`src/rtl/serial_adder_pkg.sv`:
```
// serial_adder_pkg: shared types and constants for the bit-serial adder.
//   state_t       : handshake FSM states (IDLE, RUN, DONE)
//   DEFAULT_WIDTH : default operand / sum width
package serial_adder_pkg;

  localparam int DEFAULT_WIDTH = 8;

  typedef enum logic [1:0] {
    IDLE = 2'd0,
    RUN  = 2'd1,
    DONE = 2'd2
  } state_t;

endpackage

```
`src/rtl/serial_adder_if.sv`:
```
// serial_adder_if: operand and result handshakes of the bit-serial adder.
//   in_valid/in_ready  : operand handshake carrying a, b (and sub)
//   out_valid/out_ready: result handshake carrying sum, cout
//   master : operand source / result sink (testbench or upstream logic)
//   slave  : the adder itself
// Optional: SERIAL_ADDER_SUB_EN adds the sub (a - b) request bit.
interface serial_adder_if
  import serial_adder_pkg::*;
#(
  parameter int WIDTH = DEFAULT_WIDTH
);
  logic             in_valid;
  logic             in_ready;
  logic [WIDTH-1:0] a;
  logic [WIDTH-1:0] b;
`ifdef SERIAL_ADDER_SUB_EN
  logic             sub;
`endif
  logic             out_valid;
  logic             out_ready;
  logic [WIDTH-1:0] sum;
  logic             cout;

`ifdef SERIAL_ADDER_SUB_EN
  modport master (output in_valid, a, b, sub, out_ready,
                  input  in_ready, out_valid, sum, cout);
  modport slave  (input  in_valid, a, b, sub, out_ready,
                  output in_ready, out_valid, sum, cout);
`else
  modport master (output in_valid, a, b, out_ready,
                  input  in_ready, out_valid, sum, cout);
  modport slave  (input  in_valid, a, b, out_ready,
                  output in_ready, out_valid, sum, cout);
`endif

endinterface

```
`src/rtl/serial_adder_full_adder_bit.sv`:
```
// full_adder_bit: one-bit combinational full adder.
//   x, y, cin : addend bits and carry in
//   s, co     : sum bit and carry out
module full_adder_bit (
  input  logic x,
  input  logic y,
  input  logic cin,
  output logic s,
  output logic co
);
  assign s  = x ^ y ^ cin;
  assign co = (x & y) | (cin & (x ^ y));
endmodule

```
`src/rtl/serial_adder.sv`:
```
// serial_adder: LSB-first bit-serial adder, one result bit per clock.
//   clk     : rising-edge clock
//   rst     : synchronous active-high reset
//   bus     : serial_adder_if.slave (operand and result handshakes)
// Operands are taken in IDLE, summed over WIDTH RUN cycles, and the result
// is held in DONE until out_ready. sum/cout only update on RUN->DONE.
// Optional: SERIAL_ADDER_SUB_EN enables a - b via the sub request bit.
module serial_adder
  import serial_adder_pkg::*;
#(
  parameter int WIDTH = DEFAULT_WIDTH
) (
  input  logic         clk,
  input  logic         rst,
  serial_adder_if.slave bus
);
  localparam int CW = $clog2(WIDTH + 1);
  localparam logic [CW-1:0] LAST = CW'(WIDTH - 1);

  state_t           state;
  logic [WIDTH-1:0] a_sr, b_sr, sum_sr;
  logic [WIDTH-1:0] sum_q;
  logic             cout_q;
  logic             carry;
  logic [CW-1:0]    cnt;
  logic             fa_y, fa_s, fa_co;
  logic [WIDTH-1:0] sum_shift;

`ifdef SERIAL_ADDER_SUB_EN
  logic sub_q;
  // a - b == a + ~b + 1: invert b bitwise, the +1 comes from the carry seed
  assign fa_y = b_sr[0] ^ sub_q;
`else
  assign fa_y = b_sr[0];
`endif

  full_adder_bit u_fa (
    .x  (a_sr[0]),
    .y  (fa_y),
    .cin(carry),
    .s  (fa_s),
    .co (fa_co)
  );

  // New sum bit enters at the MSB; after WIDTH shifts bit 0 sits at the LSB.
  // Written as shift/or so WIDTH=1 needs no special slice.
  assign sum_shift = (sum_sr >> 1) | (WIDTH'(fa_s) << (WIDTH - 1));

  always_ff @(posedge clk) begin
    if (rst) begin
      state  <= IDLE;
      sum_q  <= '0;
      cout_q <= 1'b0;
      carry  <= 1'b0;
      cnt    <= '0;
    end else begin
      case (state)
        IDLE: if (bus.in_valid) begin
          a_sr  <= bus.a;
          b_sr  <= bus.b;
          cnt   <= '0;
`ifdef SERIAL_ADDER_SUB_EN
          sub_q <= bus.sub;
          carry <= bus.sub;
`else
          carry <= 1'b0;
`endif
          state <= RUN;
        end
        RUN: begin
          a_sr   <= a_sr >> 1;
          b_sr   <= b_sr >> 1;
          sum_sr <= sum_shift;
          carry  <= fa_co;
          cnt    <= cnt + CW'(1);
          if (cnt == LAST) begin
            sum_q  <= sum_shift;
            cout_q <= fa_co;
            state  <= DONE;
          end
        end
        DONE: if (bus.out_ready) state <= IDLE;
        default: state <= IDLE;
      endcase
    end
  end

  assign bus.in_ready  = (state == IDLE);
  assign bus.out_valid = (state == DONE);
  assign bus.sum       = sum_q;
  assign bus.cout      = cout_q;

endmodule

```
`src/flat_wrapper.sv`:
```
// flat-port wrapper written by rule: the top's interface ports become plain ports
module serial_adder_flat import serial_adder_pkg::*;
#(
  parameter int WIDTH = DEFAULT_WIDTH
)
  (clk, rst, bus_in_valid, bus_a, bus_b, bus_out_ready, bus_in_ready, bus_out_valid, bus_sum, bus_cout);
  serial_adder_if #(.WIDTH(WIDTH)) bus_i ();
  input  logic clk;
  input  logic rst;
  input wire logic [$bits(bus_i.in_valid)-1:0] bus_in_valid;
  input wire logic [$bits(bus_i.a)-1:0] bus_a;
  input wire logic [$bits(bus_i.b)-1:0] bus_b;
  input wire logic [$bits(bus_i.out_ready)-1:0] bus_out_ready;
  output wire logic [$bits(bus_i.in_ready)-1:0] bus_in_ready;
  output wire logic [$bits(bus_i.out_valid)-1:0] bus_out_valid;
  output wire logic [$bits(bus_i.sum)-1:0] bus_sum;
  output wire logic [$bits(bus_i.cout)-1:0] bus_cout;
  assign bus_i.in_valid = bus_in_valid;
  assign bus_i.a = bus_a;
  assign bus_i.b = bus_b;
  assign bus_i.out_ready = bus_out_ready;
  assign bus_in_ready = bus_i.in_ready;
  assign bus_out_valid = bus_i.out_valid;
  assign bus_sum = bus_i.sum;
  assign bus_cout = bus_i.cout;
  serial_adder #(.WIDTH(WIDTH)) u_core (.clk(clk), .rst(rst), .bus(bus_i));
endmodule
```
`config.mk`:
```
export PLATFORM = sky130hd
export DESIGN_NAME = serial_adder_flat
export DESIGN_NICKNAME = d
export VERILOG_FILES = /design/src/rtl/serial_adder_pkg.sv /design/src/rtl/serial_adder_if.sv /design/src/rtl/serial_adder_full_adder_bit.sv /design/src/rtl/serial_adder.sv /design/src/flat_wrapper.sv
export SDC_FILE = /design/constraint.sdc
export NUM_CORES = 1
export LEC_CHECK = 0
export ABC_AREA = 1
export ABC_CLOCK_PERIOD_IN_PS = 4250
export BUFFER_PORTS_ARGS = -buffer_cell sky130_fd_sc_hd__buf_2
export CORE_UTILIZATION = 35
export CTS_CLUSTER_SIZE = 14
export DETAILED_ROUTE_END_ITERATION = 7
export PLACE_DENSITY = 0.64
export SKIP_CTS_REPAIR_TIMING = 1
export SYNTH_ARGS = -nofsm -noshare
export SYNTH_HDL_FRONTEND = slang
export SYNTH_SLANG_ARGS = --single-unit
export TNS_END_PERCENT = 30
```
`constraint.sdc`:
```
create_clock -name clk -period 4.25 [get_ports clk]
set_clock_uncertainty 0.05 [all_clocks]
set_input_delay 0.425 -clock clk [delete_from_list [all_inputs] [get_ports clk]]
set_output_delay 0.425 -clock clk [all_outputs]
set_load 0.01 [all_outputs]
```
* After elaboration in Yosys (flattened, before gate mapping)
Cells that the tools add are included.
Word-level totals: output and inout port bits 11, memories 0, memory bits (writable) 0, bits in latches 0, bits of input ports 20, flip-flop bits (word level) 40, memory bits (read-only) 0
Operators by class: multiplexer cells 12, add/subtract/negate cells 1, divide/modulo/power cells 0, reduce and logical (&&, ||, !) cells 7, magnitude comparators 0, shift operators 0, eq/ne operators 6, bitwise logic cells 7, $mul 0
Operator list (count):
- $pmux W8 S2 | 2
- $mux W8 | 2
- $or A7 B8 Y8 | 1
- $pmux W4 S2 | 1
- $mux W2 | 3
- $pmux W2 S3 | 1
- $reduce_and A2 Y1 | 3
- $reduce_and A3 Y1 | 2
- $add A4 B1 Y4 const B | 1
- $eq A4 B3 Y1 const B | 1
- $mux W4 | 1
- $ne A2 B2 Y1 const B | 2
- $and A1 B1 Y1 | 2
- $eq A2 B1 Y1 const B | 1
- $eq A2 B2 Y1 const B | 1
- $logic_not A2 Y1 | 1
- $ne A2 B1 Y1 const B | 1
- $pmux W1 S2 | 1
- $reduce_bool A2 Y1 | 1
- $xor A1 B1 Y1 | 2
- $mux W1 | 1
- $not A1 Y1 | 1
- $or A1 B1 Y1 | 1

* Longest topological paths before layout
Gate-level depths: netlist of the first run.
depth after elaboration 4, mapped depth 7, mapped depth without buffers 7

* Cells and area by module
A second synthesis of the first run with hierarchy kept.
Unflattened totals: cell total of the unflattened synthesis 170, area, all modules 1629.1 sq um
Modules (own cells, without submodules):
- serial_adder | cells an instance 169, instances 1, sequential area each 1011.0 sq um, area an instance 1609.0 sq um
- full_adder_bit | cells an instance 1, instances 1, sequential area each 0.0 sq um, area an instance 20.0 sq um

* Least setup slack after synthesis of the first run
Ideal clock, no wire load.
path type register -> register, from register u_core.state[1], to register u_core.a_sr[0] (enable), data required time 3.811 ns, cell stages (with the launch flop) 4, data arrival time 1.262 ns, path buffers 0, setup slack 2.549 ns, period minus slack after synthesis 1.701 ns, cells stage by stage dfxtp_1 inv_1 o21ai_1 nor2_1
Between the ends: cells in the longest elaborated chain, start to end 3
RTL lines:
- start: declaration | RTL line serial_adder.sv:20 | state_t state;
- start signal: assignment | RTL line serial_adder.sv:51 | state <= IDLE;
- start signal: assignment | RTL line serial_adder.sv:68 | state <= RUN;
- start signal: assignment | RTL line serial_adder.sv:79 | state <= DONE;
- $eq A2 B1 Y1 or $logic_not A2 Y1 (tied branches) | RTL line serial_adder.sv:57 | case (state)
- $reduce_bool A2 Y1 (no line) or $ne A2 B2 Y1 (tied branches)
- $reduce_and A3 Y1 (no line) (*)
- end signal: assignment | RTL line serial_adder.sv:59 | a_sr <= bus.a;
- end signal: assignment | RTL line serial_adder.sv:71 | a_sr <= a_sr >> 1;
- end: declaration | RTL line serial_adder.sv:21 | logic [WIDTH-1:0] a_sr, b_sr, sum_sr;
Every way passes the cells marked *; elsewhere a longest branch is shown, timed or not. A chain may end at the register's enable or synchronous reset.

* Worst setup path in the final report of the first run
from register u_core.state[0], to register u_core.sum_sr[7] (enable)
Between the ends: cells in the longest elaborated chain, start to end 2
RTL lines:
- $eq A2 B1 Y1 | RTL line serial_adder.sv:57
- $reduce_and A2 Y1 (no line)
- end signal: assignment | RTL line serial_adder.sv:73 | sum_sr <= sum_shift;
- end: declaration | RTL line serial_adder.sv:21
No other way between the ends.

==> results of run 1 <==
[cells in the final DEF, fill, tap and decap left out, drive strengths merged]
cell type	synthesis	routed
nand2	51	51
buf	4	31
nor2	29	29
edfxtp	23	23
dfxtp	16	16
o21ai	12	12
inv	8	8
clkbuf	1	6
a21oi	4	4
clkinv	1	3
nand3	3	3
a22oi	2	2
nand4	1	1
fa	1	1
ha	1	1
[worst max-delay path, stage by stage (launching register included)]
cell and delay [ns]:
dfxtp_1 0.41, inv_2 0.06, nor2_4 0.39, nand2_1 0.12
inv_1 0.24
[layer usage]
layer  vias to the layer above  track usage [%]
li1                        578                -
met1                       483            14.70
met2                        28            21.69
met3                         5            4.500
met4                         0            7.031
met5                         -                0
[sequential cells by signal, indices dropped and copies added (netlist names)]
name	count
u_core.a_sr	8
u_core.b_sr	8
u_core.sum_sr	7
u_core.bus.sum	8
u_core.state	2
u_core.carry	1
u_core.cnt	4
u_core.bus.cout	1
[cells by family (layout without fill, tap and decap cells)]
logic type / Yosys count / in the layout / share of synthesized area (%)
buf+inv: 14 / 48 / 4.696
flops: 39 / 39 / 65.43
simple gates: 84 / 84 / 21.62
compound gates: 18 / 18 / 6.154
fa+ha+maj: 2 / 2 / 2.105
[through the flow]
stage	power, mW	cell area, sq um	std cells	hold slack, ns	utilization [%]
2_1_floorplan	0.4884	1545	157	0.3769	-
3_3_place_gp	0.5074	1727	233	0.3833	41.96
3_5_place_dp	0.5095	1727	233	0.3938	41.96
4_1_cts	0.7382	1807	241	0.3372	43.90
5_1_grt	0.7657	1807	241	0.3554	43.90
6_report	0.7294	1807	241	0.3398	43.90
[worst max path at each step]
stage,endpoint,startpoint,slack [ns],depth (start not counted)
after global routing,u_core.bus.sum[4]$_SDFFE_PP0P_,u_core.state[0]$_SDFFE_PP0P_,2.51,6
after floorplan,u_core.a_sr[0]$_DFFE_PP_,u_core.state[1]$_SDFFE_PP0P_,2.55,3
final,u_core.sum_sr[7]$_DFFE_PP_,u_core.state[0]$_SDFFE_PP0P_,2.66,4
after CTS,u_core.bus.sum[2]$_SDFFE_PP0P_,u_core.state[0]$_SDFFE_PP0P_,2.63,6
after global placement,u_core.sum_sr[7]$_DFFE_PP_,u_core.state[0]$_SDFFE_PP0P_,2.68,4
after detailed placement,u_core.bus.sum[2]$_SDFFE_PP0P_,u_core.state[0]$_SDFFE_PP0P_,2.65,6
[layout make-up]
class / count / share of cell area (%)
flip-flops and latches: 39 / 55.96
multi-input cells: 104 / 25.55
repair buffers: 31 / 8.726
clock buffers: 6 / 4.017
well taps: 50 / 3.463
inverters: 9 / 1.870
clock inverters: 2 / 0.4155
[power by group]
part / internal, mW / switching [mW] / leakage, nW
combinational: 0.0231 / 0.0405 / 0.401
sequential: 0.426 / 0.00893 / 0.348
clock: 0.112 / 0.119 / 0.0403
==> flow_summary.yaml, run 1 <==
timing:
  fin_crit_sh_pct: 37.34
  timing.final.crit_period_ns: 1.587
  clock.fmax_ghz: 0.6301
  drv_slew: 0
  tns_ns: 0
  fin_ws_ns: 2.663
  tightest_slew_ns: 0.5036
  rsz0062_at_grt: "false"
  slew-limit-headroom_pct: 66.34
  finalSetupViolCount: 0
  finalHoldViolCount: 0
logic_synthesis:
  avgSynthCellArea_sq_um: 9.842
  ys_ff_latch: 39
  synth_edf_count: 23
  ys_seq_area_share_pct: 65.43
  synthTopCellsByArea: "edfxtp_1, dfxtp_1, nand2_1"
  syn-cell-area_sq_um: 1545
  synth-warning-count: 0
  yosys.area.top_type: "edfxtp_1"
  yosysMostFrequentCell: "nand2_1"
  synth_top_flop_cell: "edfxtp_1"
  synth_nets: 179
  async_reset_ff_share_pct: 0
  synthDistinctLibCells: 22
  synth_top_area_share_pct: 44.70
  synth_cells: 157
  synthTopCellsByCount: "nand2_1, nor2_1, edfxtp_1"
critical_path:
  cp_max_fo: 22
  rrSetupSlack_ns: 2.66
  arrival_ns: 1.51
  start_kind: "flip-flop"
  r2r-end: "u_core.sum_sr[7]$_DFFE_PP_"
  reg2reg_depth: 4
  r2r-start: "u_core.state[0]$_SDFFE_PP0P_"
  critPathCaptureType: "flip-flop"
  path_class: "reg -> reg"
  required_ns: 4.17
drt:
  drc: 0
  ant_nets: 0
  routed_wl_mm: 2.500
  wl_met2_mm: 1.148
  wirelength_met1_mm: 1.194
  wl_met3_um: 112
  num_vias: 1094
  via_per_inst: 4.539
  routed.top_layer: "met4"
  drt_pre_antenna_iters: 5
  drt_iter0_markers: 58
  wl_per_cell_um: 10.37
run_status:
  status: "complete, no violations"
placement:
  gp_congestion: 0.7119
  port-buffer-count: 30
  place_ws_ns: 2.651
  dpl.hpwl_mm: 1.745
final_layout:
  area_growth_pct: 16.92
  n_fill_cell: 415
  multi_input_area_sq_um: 461.7
  drive_gt1_share_pct: 20.94
  diodes: 0
  regArea_sq_um: 1011
  final_nets: 212
floorplan:
  core_sq_um: 4115
  die_w_um: 68.45
  die_area_sq_um: 4685
  ioPinCount: 31
  rows: 23
  initial_core_util_pct: 37.55
  fp.dieH_um: 68.45
cts:
  cts_tree: "built"
  cts.sinks: 39
  h-tree-depth: 2
  clock_path_buffers: 2
  cts_root_buffer: "clkbuf_8"
  clk-insertion-delay-late_ns: 0.28
  numCtsBuffers: 5
  path_clk_slew_ns: 0.07
min_path:
  hold_path_depth: 3
  hp-start: "bus_in_valid"
  hold_class: "in -> reg"
  whs_endpoint: "u_core.state[0]$_SDFFE_PP0P_"
pwr:
  powerDensity_nw_per_um2: 403.7
  vdd_drop_max_mv: 0.1858
  p_leak_nw: 0.7885
grt:
  grt_use_total_pct: 13.10
  grt_pass1_wl_mm: 4.291
  antenna_found_initial: 0
  grt_max_degree: 23
  grt_pass1_vias: 999
  overflow: 0
run:
  cap_violations: 0
Note: power is estimated with default switching activity, not from simulation.
==> run 2, diff against run 1 <==
--- a/config.mk
+++ b/config.mk
@@ -6,7 +6,7 @@
 export NUM_CORES = 1
 export LEC_CHECK = 0
 export ABC_AREA = 1
-export ABC_CLOCK_PERIOD_IN_PS = 4250
+export ABC_CLOCK_PERIOD_IN_PS = 1700
 export BUFFER_PORTS_ARGS = -buffer_cell sky130_fd_sc_hd__buf_2
 export CORE_UTILIZATION = 35
 export CTS_CLUSTER_SIZE = 14
==> constraint.sdc (replaced) <==
create_clock -name clk -period 1.7 [get_ports clk]
set_clock_uncertainty 0.05 [all_clocks]
set_input_delay 0.17 -clock clk [delete_from_list [all_inputs] [get_ports clk]]
set_output_delay 0.17 -clock clk [all_outputs]
set_load 0.01 [all_outputs]
==> run 2 against run 1 <==
Die area did not move. Largest power group unchanged. Worst hold slack got worse by 0.25 ns. Register-to-register slack worse by 2.5 ns. Utilization grew 0.67 points. Sequential cell count unchanged. Clock power grew to 2.8 times the previous value. Global-route usage is 0.38 points higher. Setup slack lost 2.5 ns. Final area grew 1.5%. Sequential share of layout area shrank 0.84 points.
==> flow_summary.yaml, run 2 (synthesis gave the netlist of run 1 again) <==
critical_path:
  crit_family: "simple AND/OR/NAND/NOR gates"
  critPathCaptureType: "flip-flop"
  critPathMaxStageDelay_ns: 0.35
  rrSetupSlack_ns: 0.20
  cpMostUsedCell: "nor2_1"
  path_class: "reg -> reg"
  critPathSlowestCell: "dfxtp_1"
  arrival_ns: 1.64
  cp_max_fo: 11
  start_kind: "flip-flop"
  reg2reg_depth: 7
  required_ns: 1.84
  worst-path-buf-inv: 1
  crit_path_cell_trace: "ha_1 > nand2_1 > nor2_2 > nand2_2 > clkinv_1 > nor2_1 > nor2_1"
  path_depth: 7
placement:
  port-buffer-count: 30
  place_inst: 235
  placed_area_sq_um: 1744
  dpl.hpwl_mm: 1.824
  gp_congestion: 0.7737
final_layout:
  final_nets: 214
  stdcell_count: 243
  area_growth_pct: 18.70
  drive_gt1_share_pct: 22.80
  fin_area_sq_um: 1834
  diodes: 0
  layout_common_cells: "nand2_1, buf_2, nor2_1"
  layout_commonest_cell: "nand2_1"
cts:
  cts_root_buffer: "clkbuf_8"
  clock_path_buffers: 2
  path_clk_slew_ns: 0.07
  numCtsBuffers: 5
  cts.sinks: 39
  clk-insertion-delay-late_ns: 0.29
  h-tree-depth: 2
  cts_tree: "built"
drt:
  num_vias: 1103
  routed_wl_mm: 2.625
  wl_per_cell_um: 10.80
  drc: 0
  drt_iter0_markers: 58
  ant_nets: 0
  via_per_inst: 4.539
  drt_pre_antenna_iters: 4
grt:
  grt_max_degree: 21
  grt_use_total_pct: 13.48
  overflow: 0
  grt_pass1_wl_mm: 4.409
  grt_pass1_vias: 1016
  antenna_found_initial: 0
timing:
  tns_ns: 0
  timing.final.crit_period_ns: 1.504
  rsz0062_at_grt: "false"
  drv_slew: 0
  slew-limit-headroom_pct: 67.50
  finalSetupViolCount: 0
  hold_ws_ns: 0.08914
  finalHoldViolCount: 0
  fin_crit_sh_pct: 88.48
  tightest_slew_ns: 0.4864
  clock.fmax_ghz: 0.6648
pwr:
  vdd_drop_max_mv: 0.4270
  p_total_mw: 1.889
  powerDensity_nw_per_um2: 1030
  p_leak_nw: 0.8042
min_path:
  hold_class: "in -> reg"
  hold_path_depth: 4
floorplan:
  rows: 23
  die_w_um: 68.45
  core_sq_um: 4115
  die_area_sq_um: 4685
  ioPinCount: 31
  fp.dieH_um: 68.45
  initial_core_util_pct: 37.55
run:
  cap_violations: 0
run_status:
  status: "complete, no violations"
run 2: changes by cell type in the layout (fill, tap and decap cells not counted), sizes merged:
cell,before,now
buf,31,33
clkbuf,6,7
clkinv,3,2
run 2: layout make-up:
class                      count  area [sq um]
fill                         422          2281
clock inverter                 1         3.754
inverter                       9         33.78
clock buffer                   7         86.33
sequential                    39          1011
timing repair buffer          33         172.7
tap                           50         62.56
multi-input combinational    104         464.2
run 2: per-layer routing:
metal	GRT usage, %	part of all wire [%]	up-vias
li1	-	-	580
met3	6.000	5.0	6
met4	7.031	1.8	0
met1	15.41	51	487
met5	0	0	-
met2	21.08	43	30
run 2: report_power, final:
part	internal [mW]	switching, mW	leakage (nW)
clock network	0.325	0.309	0.0459
registers	1.07	0.0219	0.348
logic	0.0637	0.104	0.411
run 2: worst reg2reg max path, stage by stage, from the launching register on:
cell,delay (ns)
dfxtp_1,0.35
ha_1,0.22
nand2_1,0.10
nor2_2,0.05
nand2_2,0.18
clkinv_1,0.26
nor2_1,0.15
nor2_1,0.06
run 2: through the flow:
stage	utilization, %	worst slack (ns)
detailed placement	42.38	0.1843
CTS	44.57	0.1734
global placement	42.38	0.2456
finish	44.57	0.1958
global route	44.57	0.01538
floorplan	-	0.2501
run 2: path summary, 6_finish.rpt:
path                                    end                       start
max reg2reg  u_core.bus.sum[3]$_SDFFE_PP0P_  u_core.cnt[0]$_SDFFE_PP0P_
min            u_core.state[1]$_SDFFE_PP0P_               bus_out_ready
max          u_core.bus.sum[3]$_SDFFE_PP0P_  u_core.cnt[0]$_SDFFE_PP0P_
min reg2reg      u_core.sum_sr[1]$_DFFE_PP_  u_core.sum_sr[2]$_DFFE_PP_
